$ cat src/rtl/matrix_operand_loader.sv
// matrix_operand_loader
//   Feeds simple_generic_matrix_mult from a single valid/ready element stream.
//   Each job is A (M*N elements, row-major) followed by B (N*P elements,
//   row-major). Every accepted element goes to the multiplier's A or B memory
//   through a registered write port. Once B is complete, the loader runs the
//   multiplier's start/done handshake and then re-arms for the next job.
//
//   Optional feature macro: LOADER_LAST_CHECK_EN
//     When it is defined, an s_last input is added and frames are checked.
//     s_last must be high on the final B element and low on every other element.
//     A framing violation sets the sticky err flag, still writes the offending
//     element, and sends the loader back to LOAD_A to resync on a new job.
//     When it is undefined, framing is by count only and err is always 0.
module matrix_operand_loader #(
    parameter int M          = 3,
    parameter int N          = 3,
    parameter int P          = 3,
    parameter int DATA_WIDTH = 8
) (
    input  logic                           clk,
    input  logic                           rst,
    input  logic signed [DATA_WIDTH-1:0]   s_data,
    input  logic                           s_valid,
    output logic                           s_ready,
`ifdef LOADER_LAST_CHECK_EN
    input  logic                           s_last,
`endif
    output logic signed [DATA_WIDTH-1:0]   a_in,
    output logic [$clog2(M*N)-1:0]         a_addr,
    output logic                           a_wen,
    output logic signed [DATA_WIDTH-1:0]   b_in,
    output logic [$clog2(N*P)-1:0]         b_addr,
    output logic                           b_wen,
    output logic                           mm_start,
    input  logic                           mm_done,
    output logic                           busy,
    output logic [15:0]                    job_count,
    output logic                           err
);

    localparam int A_AW  = $clog2(M*N);
    localparam int B_AW  = $clog2(N*P);
    localparam int IDX_W = (A_AW > B_AW) ? A_AW : B_AW;

    localparam logic [IDX_W-1:0] A_LAST = IDX_W'(M*N - 1);
    localparam logic [IDX_W-1:0] B_LAST = IDX_W'(N*P - 1);

    typedef enum logic [2:0] {
        LOAD_A    = 3'd0,
        LOAD_B    = 3'd1,
        SETTLE    = 3'd2,
        START     = 3'd3,
        WAIT_DONE = 3'd4,
        RELEASE   = 3'd5
    } state_t;

    state_t           state;
    logic [IDX_W-1:0] idx;
    logic             xfer;
    logic             frame_bad;

    assign s_ready = (state == LOAD_A) || (state == LOAD_B);
    assign busy    = (state != LOAD_A);
    assign xfer    = s_valid && s_ready;

    // Framing check: s_last must be high exactly on the final B element.
`ifdef LOADER_LAST_CHECK_EN
    logic last_expected;
    assign last_expected = (state == LOAD_B) && (idx == B_LAST);
    assign frame_bad     = (s_last != last_expected);
`else
    assign frame_bad     = 1'b0;
`endif

    // Job sequencer: address counting, registered write ports, multiplier handshake.
    always_ff @(posedge clk or posedge rst) begin
        if (rst) begin
            state     <= LOAD_A;
            idx       <= '0;
            a_in      <= '0;
            a_addr    <= '0;
            a_wen     <= 1'b0;
            b_in      <= '0;
            b_addr    <= '0;
            b_wen     <= 1'b0;
            mm_start  <= 1'b0;
            job_count <= '0;
            err       <= 1'b0;
        end else begin
            // Write enables are single-cycle pulses by default.
            a_wen <= 1'b0;
            b_wen <= 1'b0;
            case (state)
                LOAD_A: begin
                    if (xfer) begin
                        a_wen  <= 1'b1;
                        a_in   <= s_data;
                        a_addr <= idx[A_AW-1:0];
                        if (frame_bad) begin
                            err <= 1'b1;
                            idx <= '0;
                        end else if (idx == A_LAST) begin
                            idx   <= '0;
                            state <= LOAD_B;
                        end else begin
                            idx <= idx + 1'b1;
                        end
                    end
                end
                LOAD_B: begin
                    if (xfer) begin
                        b_wen  <= 1'b1;
                        b_in   <= s_data;
                        b_addr <= idx[B_AW-1:0];
                        if (frame_bad) begin
                            // Bad frame: drop the job and resync on the next A.
                            err   <= 1'b1;
                            idx   <= '0;
                            state <= LOAD_A;
                        end else if (idx == B_LAST) begin
                            idx   <= '0;
                            state <= SETTLE;
                        end else begin
                            idx <= idx + 1'b1;
                        end
                    end
                end
                SETTLE: begin
                    // Give the final b_wen one cycle to land before start.
                    state <= START;
                end
                START: begin
                    mm_start <= 1'b1;
                    state    <= WAIT_DONE;
                end
                WAIT_DONE: begin
                    if (mm_done) begin
                        mm_start  <= 1'b0;
                        job_count <= job_count + 16'd1;
                        state     <= RELEASE;
                    end
                end
                RELEASE: begin
                    // Wait until the multiplier has returned to idle.
                    if (!mm_done) begin
                        state <= LOAD_A;
                    end
                end
                default: begin
                    state <= LOAD_A;
                end
            endcase
        end
    end

endmodule

$ cat config.mk
export PLATFORM = sky130hd
export DESIGN_NAME = matrix_operand_loader
export DESIGN_NICKNAME = d
export VERILOG_FILES = /design/src/rtl/matrix_operand_loader.sv
export SDC_FILE = /design/constraint.sdc
export NUM_CORES = 1
export LEC_CHECK = 0
export ABC_AREA = 1
export CAP_MARGIN = 20
export CORE_ASPECT_RATIO = 1.4
export CORE_MARGIN = 10
export CORE_UTILIZATION = 49
export CTS_CLUSTER_SIZE = 30
export DETAILED_ROUTE_END_ITERATION = 12
export HOLD_SLACK_MARGIN = 0.1
export PLACE_DENSITY = 0.79
export SYNTH_ARGS = -nofsm -noshare
export SYNTH_HDL_FRONTEND = slang
export SYNTH_SLANG_ARGS = --single-unit
$ cat constraint.sdc
create_clock -name clk -period 1.84 [get_ports clk]
set_input_delay 0.368 -clock clk [delete_from_list [all_inputs] [get_ports clk]]
set_output_delay 0.368 -clock clk [all_outputs]
set_load 0.01 [all_outputs]
# Word-level counts from Yosys, hierarchy flattened
# Index checks and enable logic that the tools add are counted.
[totals]
inputBits = 12
elab_cells = 49
out_inout_bits = 46
reg_bits = 50
[classes]
add_sub_neg = 2
mux = 13
eq_ne = 12
reduce_logical = 12
[op_table]
columns = ["op", "n"]
rows = [
  ["2-to-1 mux 3 bit", 6],
  ["one-hot mux 3 bit (6 select lines)", 1],
  ["adder 16 x 1 -> 16 bit, second input constant", 1],
  ["AND reduction 2 bit", 5],
  ["!= test 2 bit, second input constant", 4],
  ["equality test 3 x 2 -> 1 bit, second input constant", 2],
  ["equality test 3 bit, second input constant", 2],
  ["AND reduction 6 bit", 1],
  ["adder 4 x 1 -> 4 bit, second input constant", 1],
  ["equality test 4 bit, second input constant", 1],
  ["2-to-1 mux 1 bit", 4],
  ["2-to-1 mux 4 bit", 1],
  ["!= test 2 x 1 -> 1 bit, second input constant", 2],
  ["equality test 3 x 1 -> 1 bit, second input constant", 1],
  ["zero test 3 bit", 1],
  ["nonzero test 3 bit", 1],
  ["one-hot mux 1 bit (2 select lines)", 1],
  ["nonzero test 2 bit", 1],
  ["OR reduction 2 bit", 1],
  ["logical AND 1 bit", 1],
  ["logical OR 1 bit", 1],
]

# Logic depth before layout (Yosys ltp)
# Gate-level depths: netlist of run 1.
[depth]
ltp_word = 5
depth_mapped = 8
depth_no_buf = 8

# Worst setup path after synthesis of run 1
# Ideal clock, no wire load.
[synth_timing]
kind = "reg2reg"
start = "reg job_count[1]"
end = "reg job_count[6]"
arrival_ps = 1217
path_buffers = 0
slack_ps = 497
t_required_ps = 1714
synth_period_minus_slack_ps = 1343
setup_ps = 126
path_stages_with_launch = 6
cell_sequence = "dfrtp_1 -> ha_1 -> nand2_1 -> nor3_2 -> nand2_1 -> xnor2_1"
[synth_between]
elab_chain_len = 1
[synth_lines]
columns = ["element", "line", "text"]
rows = [
  ["from (decl)", "37", "output logic [15:0] job_count,"],
  ["from (signal assigned)", "139", "job_count <= job_count + 16'd1;"],
  ["adder 16 x 1 -> 16 bit", "139", ""],
]
# Every way passes these cells.
# A chain may end at the register's enable or synchronous reset.

# Worst setup path after layout of run 1
[layout_timing]
start = "reg job_count[9]"
end = "out job_count[9]"
# No word-level cell between the ends.

==> results of run 1 <==
==> routing by layer <==
layer	vias up	share of wire, %
met5	-	0
met4	0	1.2
met3	5	9.1
met2	52	46
met1	818	43
li1	908	-
==> cell families after synthesis <==
family	Yosys count	synth area share [%]
AND/OR/NAND/NOR	117	23.31
flip-flops	50	52.85
buffers and inverters	36	7.452
AO/OA/AOI/OAI	32	10.57
XOR/XNOR	11	4.070
adder cells (fa/ha/maj)	3	1.586
other	1	0.1584
==> synthesized netlist by cell type (all sizes together) <==
| cell type | count |
|---|---|
| buf | 5 |
| conb | 1 |
| dfrtp | 50 |
| ha | 3 |
| inv | 31 |
| nand2 | 72 |
| nand3 | 13 |
| nand3b | 1 |
| nand4 | 3 |
| nor2 | 24 |
| nor3 | 4 |
| o21ai | 32 |
| xnor2 | 6 |
| xor2 | 5 |
==> worst max path at each step <==
stage,cells after the start,end,start
floorplan,1,a_addr[0],rst
global placement,8,job_count[13],mm_done
detailed placement,8,job_count[13],mm_done
CTS,3,busy,state[1]
global route,1,job_count[9],job_count[9]
finish,1,job_count[9],job_count[9]
==> final cells by class <==
cell class,count,area [um^2]
fillers,396,1519
flip-flops and latches,50,1252
multi-input cells,164,939.7
repair buffers,61,611.8
inverters,31,123.9
well taps,62,77.57
clock buffers,5,68.82
clock inverters,2,15.01
==> sequential cells by signal, indices dropped and copies added, names as in the netlist <==
signal     count
b_addr         4
state          3
mm_start       1
a_addr         4
a_wen          1
b_in           8
b_wen          1
job_count     16
idx            4
a_in           8
==> through the flow <==
step	cell area (um^2)	worst slack, ps	instances
CTS	3072	26.95	373
global placement	2980	166.7	365
floorplan	2367	270.8	250
finish	3089	146.5	375
global route	3089	69.93	375
detailed placement	2980	112.2	365
==> where the power goes <==
part | switching (mW) | internal (mW) | total [mW]
Clock | 0.351 | 0.260 | 0.611
Combinational | 1.05 | 0.974 | 2.02
Sequential | 0.220 | 1.48 | 1.70
Total | 1.62 | 2.71 | 4.33
==> repair_timing <==
| item | CTS | global route |
|---|---|---|
| setup endpoints to repair | 2 | 1 |
| resized for setup | 2 | 1 |
| buffers inserted | 1 | 2 |
==> implementation parameters, run 1 <==
Parameter                              Value

Power
  Power density relative to cell area    1401 nW/um^2
  Standby leakage power    1.437 nW
  Total power consumption of the routed design    4.327 mW
  Highest ir drop seen on vdd    0.0007228 V

STA
  Final setup vio count    0
  Hold_ws    359.2 ps
  Final Cycle Share    92.04%
  Timing-limited maximum frequency    0.5905 GHz
  Number of failing hold endpoints at the final stage    0
  Count of final max-slew check failures    0
  Setup Total Neg Slack    0 ps
  Skew final    7.081 ps
  Unrepaired setup endpoints after global routing    no
  Min Tclk post-route    1694 ps

Cells and area
  Layout area overhead    30.50%
  Share of layout cells above drive strength 1    17.25%
  Commonest cells after routing, fill and taps aside    67 x nand2_1, 54 x clkdlybuf4s50_1, 49 x dfrtp_1, 27 x inv_1, 24 x o21ai_2
  Final core area utilization    67.04%
  Antenna diode count    0
  Final Net Count    328
  Most common cell after layout, fill and taps aside    nand2_1

Drt
  DRT Wirelength    5.003 mm
  Routed len/inst    13.34 um
  Remaining routing DRC violations    0
  Iteration count of the initial detailed-routing pass    4
  Via count    1783
  Post-DRT Antenna Nets    0
  Initial DRC count    91
  Routed via count divided by cell count    4.755

Setup path
  Cell Chain, Critical Path    clkdlybuf4s50_1
  Data required time at the worst endpoint    1470 ps
  Kind of end point of the critical path    output port
  Setup Crit Path Kind    reg -> out
  Startpoint of the most critical register-to-register path    idx[0]
  Category of the worst setup path launch point    register
  Worst R2R End    state[0]
  Count of buffering cells on the critical path with inverters included    1
  Crit path DAT    1330 ps
  Worst-case reg-to-reg path depth    7
  Reg-to-reg slack, setup    370 ps
  Worst-path fanout max    6
  Cell with the largest stage delay on the worst path    clkdlybuf4s50_1
  Dominant delay contributor by cell family on the critical path    buffers and inverters
  Slowest Stage Delay on Critical Path    580 ps

GRT
  Via count of the first global-routing pass    1800
  Fraction of met1 tracks used by global routing    14.68%
  Antenna violations before repair    0
  Global routing usage on met2    21.00%
  All-layer global routing usage    12.93%
  Maximum number of pins on one net before global-route repair    35
  Most utilized layer in the global route result    met2
  First-pass GRT wire length    8.514 mm
  GR Util met3    5.888%
  Overflow after GRT    0

Die
  Standard-cell row count    29
  IO Count    58
  Full die area    8051 um^2
  CORE AREA    4608 um^2
  Horizontal extent of the die    78.75 um
  Starting utilization of the core area    51.37%
  Die boundary height    102.2 um

Clock network
  Hold-fix buffers at CTS    0
  Maximum root-to-sink buffer count    2
  Clock buffer count from CTS    5
  Root Driver    clkbuf_8
  Worst-Skew Late Latency    300 ps
  H-tree levels    2
  Clock net sink count    50
  CTS clock-pin slew for the worst setup and hold paths    90 ps
  CTS tree    done

Synthesis
  Top cell type by total area after synthesis    dfrtp_1
  Leading cell types by total area after synthesis    dfrtp_1 53%, nand2_1 11%, o21ai_2 8.9%
  Yosys cell types    26
  Synth Area per Inst    9.469 um^2
  Number of cells produced by synthesis    250
  Post-synthesis instance area    2367 um^2
  Sequential fraction of the synthesis area    52.85%
  Flip-flop and latch count after synthesis    50
  Warnings, synthesis    0
  Number of nets in the synthesized netlist    265
  Top cell type's share of synthesized area    52.85%

Place
  Post-DP HPWL    3.871 mm
  Final estimated routing congestion in global placement    0.8264
  Port Buffer Count    56

Run status
  Run status    finished, final reports clean

Flow run
  Max Cap Viol    0

Min path
  Worst hold path class    in -> async
Power figures use the tool's default switching activity.
==> run 2, diff against run 1 <==
--- a/config.mk
+++ b/config.mk
@@ -9,11 +9,12 @@
 export CAP_MARGIN = 20
 export CORE_ASPECT_RATIO = 1.4
 export CORE_MARGIN = 10
-export CORE_UTILIZATION = 49
+export CORE_UTILIZATION = 50
+export CTS_BUF_LIST = sky130_fd_sc_hd__clkbuf_8
 export CTS_CLUSTER_SIZE = 30
 export DETAILED_ROUTE_END_ITERATION = 12
 export HOLD_SLACK_MARGIN = 0.1
-export PLACE_DENSITY = 0.79
+export PLACE_DENSITY = 0.81
 export SYNTH_ARGS = -nofsm -noshare
 export SYNTH_HDL_FRONTEND = slang
 export SYNTH_SLANG_ARGS = --single-unit
==> run 2 against run 1 <==
Net effect: combinational power barely moved; global-route usage hardly changed; register-to-register slack gained 20 ps; final cell count down 0.27%; worst setup slack improved by 4.0 ps; wire length shrank 3.4%; design area increased by 0.28%; non-clock buffer count fell by 2; via count is 0.28% lower; critical path type unchanged; highest routed layer unchanged.
==> implementation parameters, run 2 (synthesis results as in run 1) <==
Parameter                              Value

Clock network
  Hold-fix buffers at CTS    0 (unchanged)
  Maximum root-to-sink buffer count    2 (unchanged)
  H-tree levels    2 (unchanged)
  Worst-Skew Late Latency    290 ps (about the same)
  CTS tree    done
  Clock net sink count    50 (unchanged)
  CTS clock-pin slew for the worst setup and hold paths    90 ps (about the same)
  Root Driver    clkbuf_8
  Clock buffer count from CTS    5 (unchanged)

STA
  Number of failing hold endpoints at the final stage    0 (unchanged)
  Final Cycle Share    91.82% (-0.22 points)
  Setup Total Neg Slack    0 ps (unchanged)
  Timing-limited maximum frequency    0.5919 GHz (+0.23%)
  Unrepaired setup endpoints after global routing    no
  Count of final max-slew check failures    0 (unchanged)
  Hold_ws    351.0 ps (-8.222 ps)
  Min Tclk post-route    1690 ps (-3.965 ps)
  Skew final    9.482 ps (+2.400 ps)
  Final setup vio count    0 (unchanged)

Die
  Horizontal extent of the die    78.16 um (-0.75%)
  Starting utilization of the core area    51.78% (+0.41 points)
  Standard-cell row count    29 (unchanged)
  IO Count    58 (unchanged)
  CORE AREA    4572 um^2 (-0.79%)
  Die boundary height    101.4 um (-0.81%)
  Full die area    7926 um^2 (-1.6%)

Setup path
  Origin of the worst setup path    job_count[8]
  Setup Crit Path Kind    reg -> out
  Count of buffering cells on the critical path with inverters included    1 (unchanged)
  Cell Chain, Critical Path    clkdlybuf4s50_1
  Slowest Stage Delay on Critical Path    580 ps (about the same)
  Cell with the largest stage delay on the worst path    clkdlybuf4s50_1
  Category of the worst setup path launch point    register
  Crit path DAT    1320 ps (about the same)
  Data required time at the worst endpoint    1470 ps (about the same)
  Startpoint of the most critical register-to-register path    job_count[1]
  Kind of end point of the critical path    output port
  Worst-path fanout max    5 (-1)
  Dominant delay contributor by cell family on the critical path    buffers and inverters

Cells and area
  Layout area overhead    30.87%
  Final core area utilization    67.76% (+0.72 points)
  Final Net Count    326 (-0.61%)
  Fill cell count    400 (+1.0%)
  Flip-flop count of the largest register, all copies and words added    16 (unchanged)
  Commonest cells after routing, fill and taps aside    67 x nand2_1, 54 x clkdlybuf4s50_1, 48 x dfrtp_1, 28 x inv_1, 24 x o21ai_2
  Largest registers    job_count x16, a_in x8, b_in x8
  Largest register by flop count    job_count
  Share of layout cells above drive strength 1    16.99% (-0.27 points)
  Most common cell after layout, fill and taps aside    nand2_1
  Antenna diode count    0 (unchanged)
  Final Non-Filler Cells    374 (-0.27%)

Power
  Clock network fraction of total power    16.4% (+2.3 points)
  Total power consumption of the routed design    4.428 mW (+2.3%)
  Highest ir drop seen on vdd    0.0006545 V (-9.5%)
  Proportion of total power due to net switching    35.93% (-1.4 points)
  Part of the power in registers    38.5% (-0.7 points)
  Comb power frac    45.0% (-1.7 points)
  Power density relative to cell area    1429 nW/um^2 (+2.1%)
  Switching component of the power    1.591 mW (-1.6%)
  Standby leakage power    1.449 nW (+0.80%)
  Internal Dissipation    2.837 mW (+4.7%)

GRT
  All-layer global routing usage    12.95% (+0.021 points)
  First-pass GRT wire length    8.562 mm (+0.56%)
  Antenna violations before repair    0 (unchanged)
  Via count of the first global-routing pass    1839 (+2.2%)
  Maximum number of pins on one net before global-route repair    35 (unchanged)
  Overflow after GRT    0 (unchanged)

Place
  Port Buffer Count    56 (unchanged)
  Placed Cells    365 (unchanged)
  Post-DP HPWL    3.786 mm (-2.2%)
  Final estimated routing congestion in global placement    0.8398 (+1.6%)

Drt
  DRT Wirelength    4.832 mm (-3.4%)
  Via count    1778 (-0.28%)
  Initial DRC count    78 (-14%)
  Routed via count divided by cell count    4.754 (about the same)
  Iteration count of the initial detailed-routing pass    4 (unchanged)
  Routed len/inst    12.92 um (-3.2%)
  Post-DRT Antenna Nets    0 (unchanged)
  Remaining routing DRC violations    0 (unchanged)

Run status
  Run status    finished, final reports clean

Min path
  Worst hold path class    in -> async

Flow run
  Max Cap Viol    0 (unchanged)
==> run 2: changes by cell type in the layout (fill, tap and decap cells not counted) <==
cell,change
dfrtp_2,+1
clkinvlp_4,-2
inv_1,+1
buf_4,-2
bufinv_16,+1
dfrtp_1,-1
inv_2,+1
==> run 2: routing by layer <==
metal  vias up  wire length [um]  global-route usage, %
met3         5               407                  5.496
met2        51              2428                  22.27
li1        902                 -                      -
met5         -                 0                      0
met4         0                37                  3.320
met1       820              1958                  14.42
==> run 2: layout make-up <==
class | count | area [um^2] | share of cell area (%)
clock buffer | 5 | 68.82 | 2.221
clock inverter | 3 | 37.54 | 1.212
inverter | 31 | 123.9 | 3.998
multi-input combinational | 164 | 939.7 | 30.33
sequential | 50 | 1254 | 40.47
tap | 62 | 77.57 | 2.504
timing repair buffer | 59 | 596.8 | 19.26
==> run 2: path summary, 6_finish.rpt <==
| kind | slack [ps] | to | cells after the start |
|---|---|---|---|
| max | 150 | job_count[8] | 1 |
| min | 350 | b_wen | 2 |
| max reg2reg | 390 | job_count[6] | 5 |
| min reg2reg | 490 | b_in[5] | 2 |
| max in group asynchronous | 970 | state[2] | 3 |
| min in group clk | 490 | b_in[5] | 2 |
==> run 2: timing repair <==
action	CTS	global route
gates resized for setup	2	3
setup endpoints to repair	2	1
setup buffers	1	0
==> run 2: metrics by stage <==
| step | area [um^2] | setup slack, ps |
|---|---|---|
| finish | 3098 | 150.4 |
| global route | 3098 | 71.85 |
| CTS | 3094 | 25.60 |
| detailed placement | 2980 | 123.0 |
| global placement | 2980 | 172.2 |
| floorplan | 2367 | 270.8 |
==> run 2: power by group through the flow <==
stage,Combinational (mW),Clock (mW),Sequential (mW)
floorplan,1.01,0,1.88
global placement,1.97,0,1.72
detailed placement,2.02,0,1.74
CTS,2.05,0.755,1.71
global route,2.22,0.809,1.77
finish,1.99,0.727,1.71
